--- src/rtl/posit_div_seq.sv ---
// posit_div_seq
// -------------
// Multi-cycle mantissa quotient sequencer for the posit divider. It
// performs a radix-2 restoring division and produces one quotient bit per
// clock. The result is Quot = floor(Mantissa1 * 2^(2N) / Mantissa2) and
// Sticky = (remainder != 0).
//
// Handshake: an operand set transfers on a rising edge where in_valid and
// in_ready are both 1. A result transfers on a rising edge where out_valid
// and out_ready are both 1. in_ready and out_valid are registers that
// depend only on the FSM state, so there is no combinational path from
// in_valid or out_ready. Result outputs stay stable while out_valid=1 and
// out_ready=0.
//
// Ports
//   clk, rst              clock, asynchronous active-high reset
//   in_valid / in_ready   operand handshake
//   Sign1, Sign2          operand signs
//   Mantissa1, Mantissa2  dividend / divisor mantissas (hidden 1 at bit N-1)
//   inf1, inf2, zero1, zero2  operand special flags
//   out_valid / out_ready result handshake
//   Quot [2N:0], Sticky   quotient and remainder-non-zero flag
//   Norm                  Quot[2N]; 0 means the consumer must shift left by one
//   Sign, inf, zero       result sign and special flags
//
// Optional build macro POSIT_DIV_EARLY_TERM_EN: when it is defined, the
// sequencer stops as soon as the partial remainder reaches zero. Quot and
// Sticky are identical with and without the macro; only the latency changes.

module posit_div_seq #(
    parameter int N  = 32,
    parameter int CW = $clog2(2*N+1)
) (
    input  logic           clk,
    input  logic           rst,
    input  logic           in_valid,
    output logic           in_ready,
    input  logic           Sign1,
    input  logic           Sign2,
    input  logic [N-1:0]   Mantissa1,
    input  logic [N-1:0]   Mantissa2,
    input  logic           inf1,
    input  logic           inf2,
    input  logic           zero1,
    input  logic           zero2,
    output logic           out_valid,
    input  logic           out_ready,
    output logic [2*N:0]   Quot,
    output logic           Sticky,
    output logic           Norm,
    output logic           Sign,
    output logic           inf,
    output logic           zero
);

    typedef enum logic [1:0] {IDLE, CALC, DONE} state_t;

    state_t         state_q;
    logic [N:0]     r_q;        // partial remainder; R < 2D keeps it in N+1 bits
    logic [N-1:0]   d_q;        // divisor
    logic [2*N:0]   quot_q;
    logic [CW-1:0]  cnt_q;      // index of the quotient bit produced this cycle
    logic           sticky_q;
    logic           sign_q;
    logic           inf_q;
    logic           zero_q;
    logic           in_ready_q;
    logic           out_valid_q;

    logic           q_bit_d;
    logic [N:0]     diff_d;     // R - q*D, unsigned, N+1 bits
    logic           special_d;
    logic           div_zero_d;
    logic           early_stop_d;

    always_comb begin
        q_bit_d    = (r_q >= {1'b0, d_q});
        diff_d     = r_q - (q_bit_d ? {1'b0, d_q} : {(N+1){1'b0}});
        div_zero_d = (Mantissa2 == '0);
        special_d  = inf1 | inf2 | zero1 | zero2 | div_zero_d;
    end

`ifdef POSIT_DIV_EARLY_TERM_EN
    // A zero remainder means every remaining quotient bit is 0, and those
    // bits were already cleared at capture.
    assign early_stop_d = (diff_d == '0);
`else
    assign early_stop_d = 1'b0;
`endif

    always_ff @(posedge clk or posedge rst) begin
        if (rst) begin
            state_q     <= IDLE;
            r_q         <= '0;
            d_q         <= '0;
            quot_q      <= '0;
            cnt_q       <= '0;
            sticky_q    <= 1'b0;
            sign_q      <= 1'b0;
            inf_q       <= 1'b0;
            zero_q      <= 1'b0;
            in_ready_q  <= 1'b1;
            out_valid_q <= 1'b0;
        end else begin
            case (state_q)
                IDLE: begin
                    if (in_valid) begin
                        d_q        <= Mantissa2;
                        r_q        <= {1'b0, Mantissa1};
                        sign_q     <= Sign1 ^ Sign2;
                        zero_q     <= zero1 | zero2;
                        // A zero divisor without a zero operand reads as infinity.
                        inf_q      <= inf1 | inf2 | (div_zero_d & ~(zero1 | zero2));
                        quot_q     <= '0;
                        sticky_q   <= 1'b0;
                        cnt_q      <= CW'(2*N);
                        in_ready_q <= 1'b0;
                        if (special_d) begin
                            state_q     <= DONE;
                            out_valid_q <= 1'b1;
                        end else begin
                            state_q <= CALC;
                        end
                    end
                end
                CALC: begin
                    quot_q[cnt_q] <= q_bit_d;
                    r_q           <= {diff_d[N-1:0], 1'b0};
                    if (cnt_q == '0 || early_stop_d) begin
                        sticky_q    <= |diff_d;
                        state_q     <= DONE;
                        out_valid_q <= 1'b1;
                    end else begin
                        cnt_q <= cnt_q - 1'b1;
                    end
                end
                DONE: begin
                    // The IDLE state gives one bubble before the next capture.
                    if (out_ready) begin
                        state_q     <= IDLE;
                        out_valid_q <= 1'b0;
                        in_ready_q  <= 1'b1;
                    end
                end
                default: begin
                    state_q     <= IDLE;
                    out_valid_q <= 1'b0;
                    in_ready_q  <= 1'b1;
                end
            endcase
        end
    end

    assign in_ready  = in_ready_q;
    assign out_valid = out_valid_q;
    assign Quot      = quot_q;
    assign Sticky    = sticky_q;
    assign Norm      = quot_q[2*N];
    assign Sign      = sign_q;
    assign inf       = inf_q;
    assign zero      = zero_q;

endmodule

--- config.mk ---
export PLATFORM = sky130hd
export DESIGN_NAME = posit_div_seq
export DESIGN_NICKNAME = d
export VERILOG_FILES = /design/src/rtl/posit_div_seq.sv
export SDC_FILE = /design/constraint.sdc
export NUM_CORES = 1
export LEC_CHECK = 0
export CORE_MARGIN = 2
export CORE_UTILIZATION = 50
export CTS_CLUSTER_SIZE = 28
export DETAILED_ROUTE_END_ITERATION = 8
export PLACE_DENSITY = 0.74
export SLEW_MARGIN = 20
export SYNTH_ARGS = -nofsm -noshare
export SYNTH_HDL_FRONTEND = slang
export SYNTH_SLANG_ARGS = --single-unit
--- constraint.sdc ---
create_clock -name clk -period 6.58 [get_ports clk]
set_clock_uncertainty 0.2 [all_clocks]
set_input_delay 1.316 -clock clk [delete_from_list [all_inputs] [get_ports clk]]
set_output_delay 1.316 -clock clk [all_outputs]
set_load 0.005 [all_outputs]
* Yosys cells after proc, flatten, opt, wreduce, memory -nomap -nowiden
Index checks and enable logic that the tools add are counted.
Word-level totals: logic and storage cells 72, memory bits (read-only) 0, memories kept 0, bits in writable memories 0, input port bits 74, output and inout port bits 72, bits in registers 145, latch bits 0
Cells by class: add/sub/neg operators 2, $mul 0, shift operators 0, bitwise logic cells 10, divide/modulo/power cells 0, reductions and logical operators 13, magnitude comparators 3, equal/unequal tests 7, mux-type cells 26
Operator list (number):
- case mux 65 bit (2 select lines) | 1
- case mux 33 bit (2 select lines) | 1
- bitwise mux 65 bit | 1
- 2-to-1 mux 65 bit | 1
- greater-or-equal comparator 33 x 32 -> 1 bit | 1
- 2-to-1 mux 33 bit | 1
- OR reduction 33 bit | 1
- subtractor 33 x 32 -> 33 bit | 1
- logical NOT 32 bit | 1
- 2-to-1 mux 32 bit | 1
- 2-to-1 mux 7 bit | 2
- case mux 7 bit (2 select lines) | 1
- AND reduction 3 bit | 4
- inequality test 2 bit, second input constant | 5
- < comparator 7 x 8 -> 1 bit, second input constant | 1
- 2-to-1 mux 1 bit | 8
- 2-to-1 mux 2 bit | 4
- demux 1 bit (select 7 bit) | 1
- greater-or-equal comparator 7 x 1 -> 1 bit, second input constant | 1
- logical NOT 7 bit | 1
- subtractor 7 x 1 -> 7 bit, second input constant | 1
- bitwise OR 1 bit | 6
- case mux 1 bit (3 select lines) | 2
- case mux 2 bit (3 select lines) | 1
- other kinds (11) | 13

* Logic depth before layout (Yosys ltp)
Gate-level depths: netlist (run 1).
depth after elaboration 7, depth in mapped cells 23, depth with buffers taken out 22

* Least setup slack after synthesis (run 1)
No wires, ideal clock.
kind register to register, from reg r_q[10], to reg sticky_q (netlist: Sticky), cell stages (with the launch flop) 23, arrival time 4834 ps, required time 6250 ps, setup slack 1417 ps, clock period less this slack 5163 ps, buffers on the path 2, setup time 130 ps, cell sequence dfrtp_1 -> ha_1 -> a21o_1 -> a21o_1 -> a21o_1 -> a21o_1 -> a21o_1 -> a21o_1 -> a221oi_1 -> o21a_1 -> buf_2 -> buf_2 -> nor2_1 -> fa_1 -> and2b_1 -> o2111ai_1 -> a2111o_1 -> a211oi_2 -> o211ai_1 -> a22oi_1 -> nor2_1 -> a2111oi_4 -> a21oi_2
Between the ends: word-level cells in the longest chain between the ends 6
Ends and longest elaborated chain:
- start: declaration | line 59 | logic [N:0] r_q;
- start signal: assignment | line 109 | r_q <= {1'b0, Mantissa1};
- start signal: assignment | line 128 | r_q <= {diff_d[N-1:0], 1'b0};
- greater-or-equal comparator 33 x 32 -> 1 bit | line 77 | q_bit_d = (r_q >= {1'b0, d_q});
- 2-to-1 mux 32 bit | line 78 | diff_d = r_q - (q_bit_d ? {1'b0, d_q} : {(N+1){1'b0}});
- subtractor 33 x 32 -> 33 bit (*) | line 78
- OR reduction 33 bit (*) | line 130 | sticky_q <= |diff_d;
- 2-to-1 mux 1 bit (*) | line 129 | if (cnt_q == '0 || early_stop_d) begin
- case mux 1 bit (2 select lines) (*) | line 105 | case (state_q)
- end signal: assignment | line 130
- end: declaration | line 63 | logic sticky_q;
Mark *: on every way between the ends. The rest lies on a longest branch, timed or not. The select of a mux whose other input is x is not followed. A chain may end at the register's enable or synchronous reset.

* Final worst setup path (run 1)
Same ends and word-level chain as after synthesis.

==> results of run 1 <==
-- worst max-delay path: stages (launching register included) --
cell and delay (ns):
sky130_fd_sc_hd__dfrtp_1 0.41, sky130_fd_sc_hd__ha_1 0.31, sky130_fd_sc_hd__a21o_1 0.16, sky130_fd_sc_hd__a21o_1 0.16, sky130_fd_sc_hd__a21o_1 0.17, sky130_fd_sc_hd__a21o_1 0.17
sky130_fd_sc_hd__a21o_1 0.17, sky130_fd_sc_hd__a21o_1 0.17, sky130_fd_sc_hd__a221oi_1 0.60, sky130_fd_sc_hd__o21ai_2 0.31, sky130_fd_sc_hd__and2_1 0.26, sky130_fd_sc_hd__ha_1 0.20
sky130_fd_sc_hd__fa_1 0.40, sky130_fd_sc_hd__and2b_1 0.23, sky130_fd_sc_hd__o2111ai_1 0.17, sky130_fd_sc_hd__a211oi_1 0.54, sky130_fd_sc_hd__nor2_1 0.13, sky130_fd_sc_hd__xor2_1 0.28
sky130_fd_sc_hd__nand4b_1 0.14, sky130_fd_sc_hd__nor4_1 0.49, sky130_fd_sc_hd__and4_1 0.29, sky130_fd_sc_hd__a21oi_2 0.06
-- sequential cells by signal, indices dropped and copies added (netlist names) --
register   flops
out_valid      1
cnt_q          7
in_ready       1
Sign           1
zero           1
Sticky         1
inf            1
r_q           33
Quot          65
d_q           32
state_q        2
-- metrics by stage --
stage          hold WS [ns]  utilization  setup slack (ns)
2_1_floorplan         0.263            -              1.17
3_3_place_gp          0.268        0.596             0.648
3_5_place_dp          0.277        0.596             0.501
4_1_cts               0.294        0.629             0.486
5_1_grt               0.325        0.630             0.209
6_report              0.289        0.630             0.459
-- cells in the mapped netlist, drive strengths merged (5+ instances only) --
cell type / number
xnor2: 13
o211ai: 21
ha: 66
a21o: 26
dfrtp: 144
buf: 12
a21oi: 43
nor4: 16
a22oi: 24
nor2b: 7
o21a: 11
xor2: 11
and3: 5
nor3: 19
a211oi: 11
nand2b: 11
nand2: 170
inv: 45
o21ai: 135
nor2: 50
and2: 7
clkbuf: 45
o31ai: 22
or3: 12
nand3: 62
nand4: 18
a221o: 9
-- placed cells by master (no fill, tap or decap), types with 10 or more instances in the layout --
master,n
sky130_fd_sc_hd__clkbuf_16,17
sky130_fd_sc_hd__or3_1,11
sky130_fd_sc_hd__xnor2_1,13
sky130_fd_sc_hd__nand3_1,62
sky130_fd_sc_hd__a21o_1,26
sky130_fd_sc_hd__nand2b_1,11
sky130_fd_sc_hd__a22oi_1,24
sky130_fd_sc_hd__o31ai_1,22
sky130_fd_sc_hd__a21oi_1,41
sky130_fd_sc_hd__a211oi_1,10
sky130_fd_sc_hd__nand4_1,18
sky130_fd_sc_hd__nor2_1,48
sky130_fd_sc_hd__o21ai_1,39
sky130_fd_sc_hd__o21a_1,10
sky130_fd_sc_hd__xor2_1,11
sky130_fd_sc_hd__o21ai_0,95
sky130_fd_sc_hd__ha_1,66
sky130_fd_sc_hd__nor3_1,18
sky130_fd_sc_hd__o211ai_1,21
sky130_fd_sc_hd__inv_1,44
sky130_fd_sc_hd__clkdlybuf4s50_1,145
sky130_fd_sc_hd__nand2_1,169
sky130_fd_sc_hd__dfrtp_1,144
sky130_fd_sc_hd__nor4_1,16
-- per-layer routing --
layer | part of all wire | up-vias
li1 | - | 4085
met1 | 0.46 | 3977
met2 | 0.45 | 319
met3 | 0.066 | 41
met4 | 0.021 | 0
met5 | 0 | -
-- power breakdown --
group          total [mW]  switching (mW)  internal (mW)
Sequential           1.38           0.231           1.15
Combinational        4.47            2.82           1.65
Clock                1.00           0.434          0.570
Total                6.86            3.48           3.37
-- path summary, 6_finish.rpt --
path	start	end	slack [ns]	cells past startpoint
worst max-delay path	r_q[10]$_DFFE_PP0P_	Sticky$_DFFE_PP0P_	0.46	21
worst min register to register	out_valid$_DFFE_PP0P_	out_valid$_DFFE_PP0P_	0.29	2
max in group asynchronous	rst	r_q[27]$_DFFE_PP0P_	3.74	3
min in group asynchronous	rst	Quot[41]$_DFFE_PP0P_	1.26	2
worst min-delay path	out_valid$_DFFE_PP0P_	out_valid$_DFFE_PP0P_	0.29	2
worst max register to register	r_q[10]$_DFFE_PP0P_	Sticky$_DFFE_PP0P_	0.46	21
-- cell type report --
type / count / area [µm²]
fillers: 1593 / 6610
multi-input cells: 811 / 5040
flip-flops and latches: 145 / 3630
repair buffers: 152 / 1500
clock buffers: 17 / 425
well taps: 229 / 287
inverters: 45 / 174
clock inverters: 15 / 168
-- cell families after synthesis --
| family | after synthesis | share of synthesized area |
|---|---|---|
| buffers and inverters | 102 | 0.0442 |
| adders and majority gates | 67 | 0.0934 |
| xor gates and xnor gates | 24 | 0.0232 |
| and+or+nand+nor | 387 | 0.198 |
| muxes | 1 | 0.00111 |
| AOI/OAI and AO/OA | 332 | 0.239 |
| DFF | 145 | 0.401 |
==> results.tsv, run 1 <==
metric	value	unit
top flip-flop cell by instance count after synthesis	sky130_fd_sc_hd__dfrtp_1	
Post-Layout Cell Count	1414	
number of hold violations in the final report	0	
Hold Buf Count CTS	0	
Peak VDD IR	368	µV
unrepaired setup endpoints after global routing	no	
Die Span Y	139	µm
final routed wire length divided by cell count	19.1	µm
maximum operating frequency	163	MHz
Gates resized, CTS repair	0	
part of the cycle the worst path needs	0.930	
data arrival time of the critical path	6.23	ns
PD cells	611	nW/µm²
average cell area after synthesis	8.56	µm²
Final Critical Period	6.12	ns
post-layout total power	6.86	mW
final-stage net count	1313	
type of element capturing the critical path	register	
slew at the pin with the worst max-slew slack	1.11	ns
die footprint	19200	µm²
max-cap viol count	0	
met1 layer usage reported by global route	0.408	
CTS H-tree depth	4	
Total GRT Usage	0.285	
startpoint-to-endpoint class of the critical path	reg2reg	
unique cell type count in the Yosys netlist	68	
drt first pass iters	5	
gr ovfl total	0	
Max Buffers Root-to-Sink	2	
async set-or-reset flop fraction in the synthesized netlist	1.00	
effective utilization at floorplan	0.507	
area delta synth->final	24.1	%
Hold Path Class	reg2reg	
I/O Buffers	145	
total leakage power	4.79	nW
# IOs	146	
Area contributors post-synth	sky130_fd_sc_hd__dfrtp_1 40%, sky130_fd_sc_hd__ha_1 9.1%, sky130_fd_sc_hd__nand2_1 7.0%	
via density per instance	5.96	
Synthesized Nets	1199	
highest-utilization routing layer at the global route stage	met2	
num rows	49	
CTS Buf Count	17	
clock sink count	145	
final routed wirelength across all metal layers	27.0	mm
post-route cell area	11200	µm²
Slew headroom	0.253	
DP Area	10600	µm²
highest fanout seen on the critical path	11	
vias in the first global route	8212	
proportion of layout cells with a drive suffix above 1	0.0481	
number of pins with negative max-slew slack in the final report	0	
result of the run	complete, no violations	
proportion of netlist area held by the largest area contributor	0.398	
synthesis-stage register bit count	145	
DRC viols	0	
Final GP Congestion	0.918	
data required time at the worst endpoint	6.69	ns
die width	139	µm
clock tree from TritonCTS	yes	
Fin Setup TNS	0	ns
fraction of the yosys area taken by sequential cells	0.401	
number of synthesis warnings	0	
antenna violations before repair	0	
number of antenna-violating nets in the routed design	0	
area of the mapped netlist	9050	µm²
via count	8422	
Worst setup SP type	register	
Inserted Diodes	0	
largest area contributor in the netlist	sky130_fd_sc_hd__dfrtp_1	
violation count after the first detailed-route iteration	739	
cell total after placement	1382	
pin count of the biggest net entering global routing	103	
met3 track demand over resource	0.0573	
Final setup viols	0	
EDFF count, synth	0	
post-CTS setup-driven buffer insertion count	0	
Global Route met2 Usage	0.442	
insertion delay of the later-clocked pin in the worst-skew pair	0.43	ns
area of the core	17800	µm²
clock tree root buffer cell	sky130_fd_sc_hd__clkbuf_16	
number of instances in the synthesized netlist	1058	
HPWL reported at the end of detailed placement	19.7	mm
clock-pin slew on the worst setup and hold paths	0.07	ns
first-pass GRT wire length	43.9	mm
No activity file was read; power rests on OpenSTA's default activity.
==> inputs of run 2 (changes only) <==
CORE_ASPECT_RATIO = 0.75   (was unset)
==> results.tsv, run 2 (synthesis gave the netlist of run 1 again) <==
metric	value	unit
highest fanout seen on the critical path	13	
cell family contributing the most delay on the critical path	compound AO/OA/AOI/OAI gates	
Switching Share	0.518	
power share of the clock group	0.135	
Fin Setup TNS	0	ns
Final setup viols	0	
Critical Path Slowest Stage Cell	sky130_fd_sc_hd__a221oi_1	
CTS Buf Count	17	
Max Buffers Root-to-Sink	2	
type of element capturing the critical path	register	
final routed wire length divided by cell count	19.1	µm
number of antenna-violating nets in the routed design	0	
via density per instance	6.00	
vias in the first global route	8115	
number of pins with negative max-slew slack in the final report	0	
most common library cell in the layout ignoring fill and taps	sky130_fd_sc_hd__nand2_1	
Final GP Congestion	0.989	
final-stage net count	1315	
Die Span Y	121	µm
Worst setup SP type	register	
clock tree root buffer cell	sky130_fd_sc_hd__clkbuf_16	
post-route cell area	11200	µm²
die footprint	19200	µm²
flip-flop count of the largest register after layout	65	
HPWL reported at the end of detailed placement	20.2	mm
cell total after placement	1397	
max-cap viol count	0	
unrepaired setup endpoints after global routing	no	
data required time at the worst endpoint	6.70	ns
violation count after the first detailed-route iteration	952	
startpoint-to-endpoint class of the critical path	reg2reg	
Switch Pwr	3.56	mW
effective utilization at floorplan	0.511	
Final Critical Period	6.23	ns
maximum operating frequency	161	MHz
Peak VDD IR	275	µV
sequence of cells on the critical path	ha_1 -> a21o_1 -> a21o_1 -> a21o_1 -> a21o_1 -> a21o_1 -> a21o_1 -> a221oi_1 -> o21ai_2 -> and2_1 -> ha_1 -> fa_1 -> and2b_1 -> o2111ai_1 -> a2111o_1 -> a211oi_2 -> nor2_1 -> xor2_1 -> nor4bb_1 -> and4_1 -> a21oi_2	
result of the run	complete, no violations	
most frequent cell on the critical path	sky130_fd_sc_hd__a21o_1	
number of hold violations in the final report	0	
highest-count cells in the layout ignoring fill and taps	169 x sky130_fd_sc_hd__nand2_1, 145 x sky130_fd_sc_hd__clkdlybuf4s50_1, 144 x sky130_fd_sc_hd__dfrtp_1	
delay contributed by the slowest stage of the critical path	0.59	ns
DP Area	10700	µm²
part of the cycle the worst path needs	0.946	
register-to-register setup slack	0.35	ns
area of the core	17700	µm²
PD cells	613	nW/µm²
fraction of power consumed by combinational cells	0.662	
die width	159	µm
# IOs	146	
register share of total power	0.203	
gr ovfl total	0	
Post-Layout Cell Count	1429	
pre-CTS setup slack	0.460	ns
first-pass GRT wire length	44.5	mm
clock-pin slew on the worst setup and hold paths	0.07	ns
num rows	42	
crit path setup slack, layout	0.354	ns
insertion delay of the later-clocked pin in the worst-skew pair	0.44	ns
final routed wirelength across all metal layers	27.3	mm
post-CTS setup-driven buffer insertion count	0	
DRC viols	0	
antenna violations before repair	0	
total buffers and inverters traversed by the critical path	0	
area delta synth->final	23.9	%
clock sink count	145	
drt first pass iters	7	
post-route core utilization	0.633	
via count	8579	
proportion of layout cells with a drive suffix above 1	0.0497	
I/O Buffers	145	
pin count of the biggest net entering global routing	111	
Hold Path Class	reg2reg	
clock tree from TritonCTS	yes	
CTS H-tree depth	4	
data arrival time of the critical path	6.34	ns
Slew headroom	0.300	
Total GRT Usage	0.293	
total leakage power	4.77	nW
internal cell power	3.31	mW
slew at the pin with the worst max-slew slack	1.04	ns
Inserted Diodes	0	
## run 2: power by group through the flow
stage               logic, mW  registers (mW)  clock network (mW)
finish                   4.55            1.39               0.927
global route             5.03            1.43               0.973
CTS                      4.44            1.39               0.937
detailed placement       4.41            1.40                   0
global placement         4.39            1.39                   0
floorplan                3.34            1.29                   0
## run 2: worst register-to-register path: cells and delay by family, from the launching register on
kind	cells	cell delay, ns
adder cells (fa/ha/maj)	3	0.93
XOR/XNOR	1	0.31
AND/OR/NAND/NOR	5	1.19
AO/OA/AOI/OAI	12	3.06
flip-flops	1	0.42
## run 2: path summary, 6_finish.rpt
kind	startpoint	cells past startpoint	end
hold reg to reg	zero$_DFFE_PP0P_	2	zero$_DFFE_PP0P_
min in group asynchronous	rst	2	Quot[27]$_DFFE_PP0P_
setup / recovery	r_q[10]$_DFFE_PP0P_	21	Sticky$_DFFE_PP0P_
setup reg to reg	r_q[10]$_DFFE_PP0P_	21	Sticky$_DFFE_PP0P_
max in group asynchronous	rst	3	Quot[21]$_DFFE_PP0P_
hold / removal	zero$_DFFE_PP0P_	2	zero$_DFFE_PP0P_
## run 2: per-layer routing
layer	vias to the layer above	wire, µm	track usage
met5	-	0	0
met4	0	506	0.0733
met3	55	2100	0.0686
met2	334	10800	0.392
met1	4101	13900	0.466
li1	4089	-	-
## run 2: per-stage QoR
stage	hold WS [ns]	total power, mW
detailed placement	0.274	5.81
floorplan	0.263	4.63
global route	0.341	7.43
finish	0.283	6.88
global placement	0.267	5.78
CTS	0.289	6.77
## run 2: final cells by class
| cell class | count | area (µm²) |
|---|---|---|
| well taps | 242 | 303 |
| fillers | 1544 | 6490 |
| multi-input cells | 811 | 5040 |
| flip-flops and latches | 145 | 3630 |
| repair buffers | 154 | 1520 |
| inverters | 45 | 176 |
| clock inverters | 15 | 123 |
| clock buffers | 17 | 425 |
## run 2: timing repair
item,CTS,global route
setup endpoints to repair,0,1
hold buffers,0,0
gates resized for setup,0,1
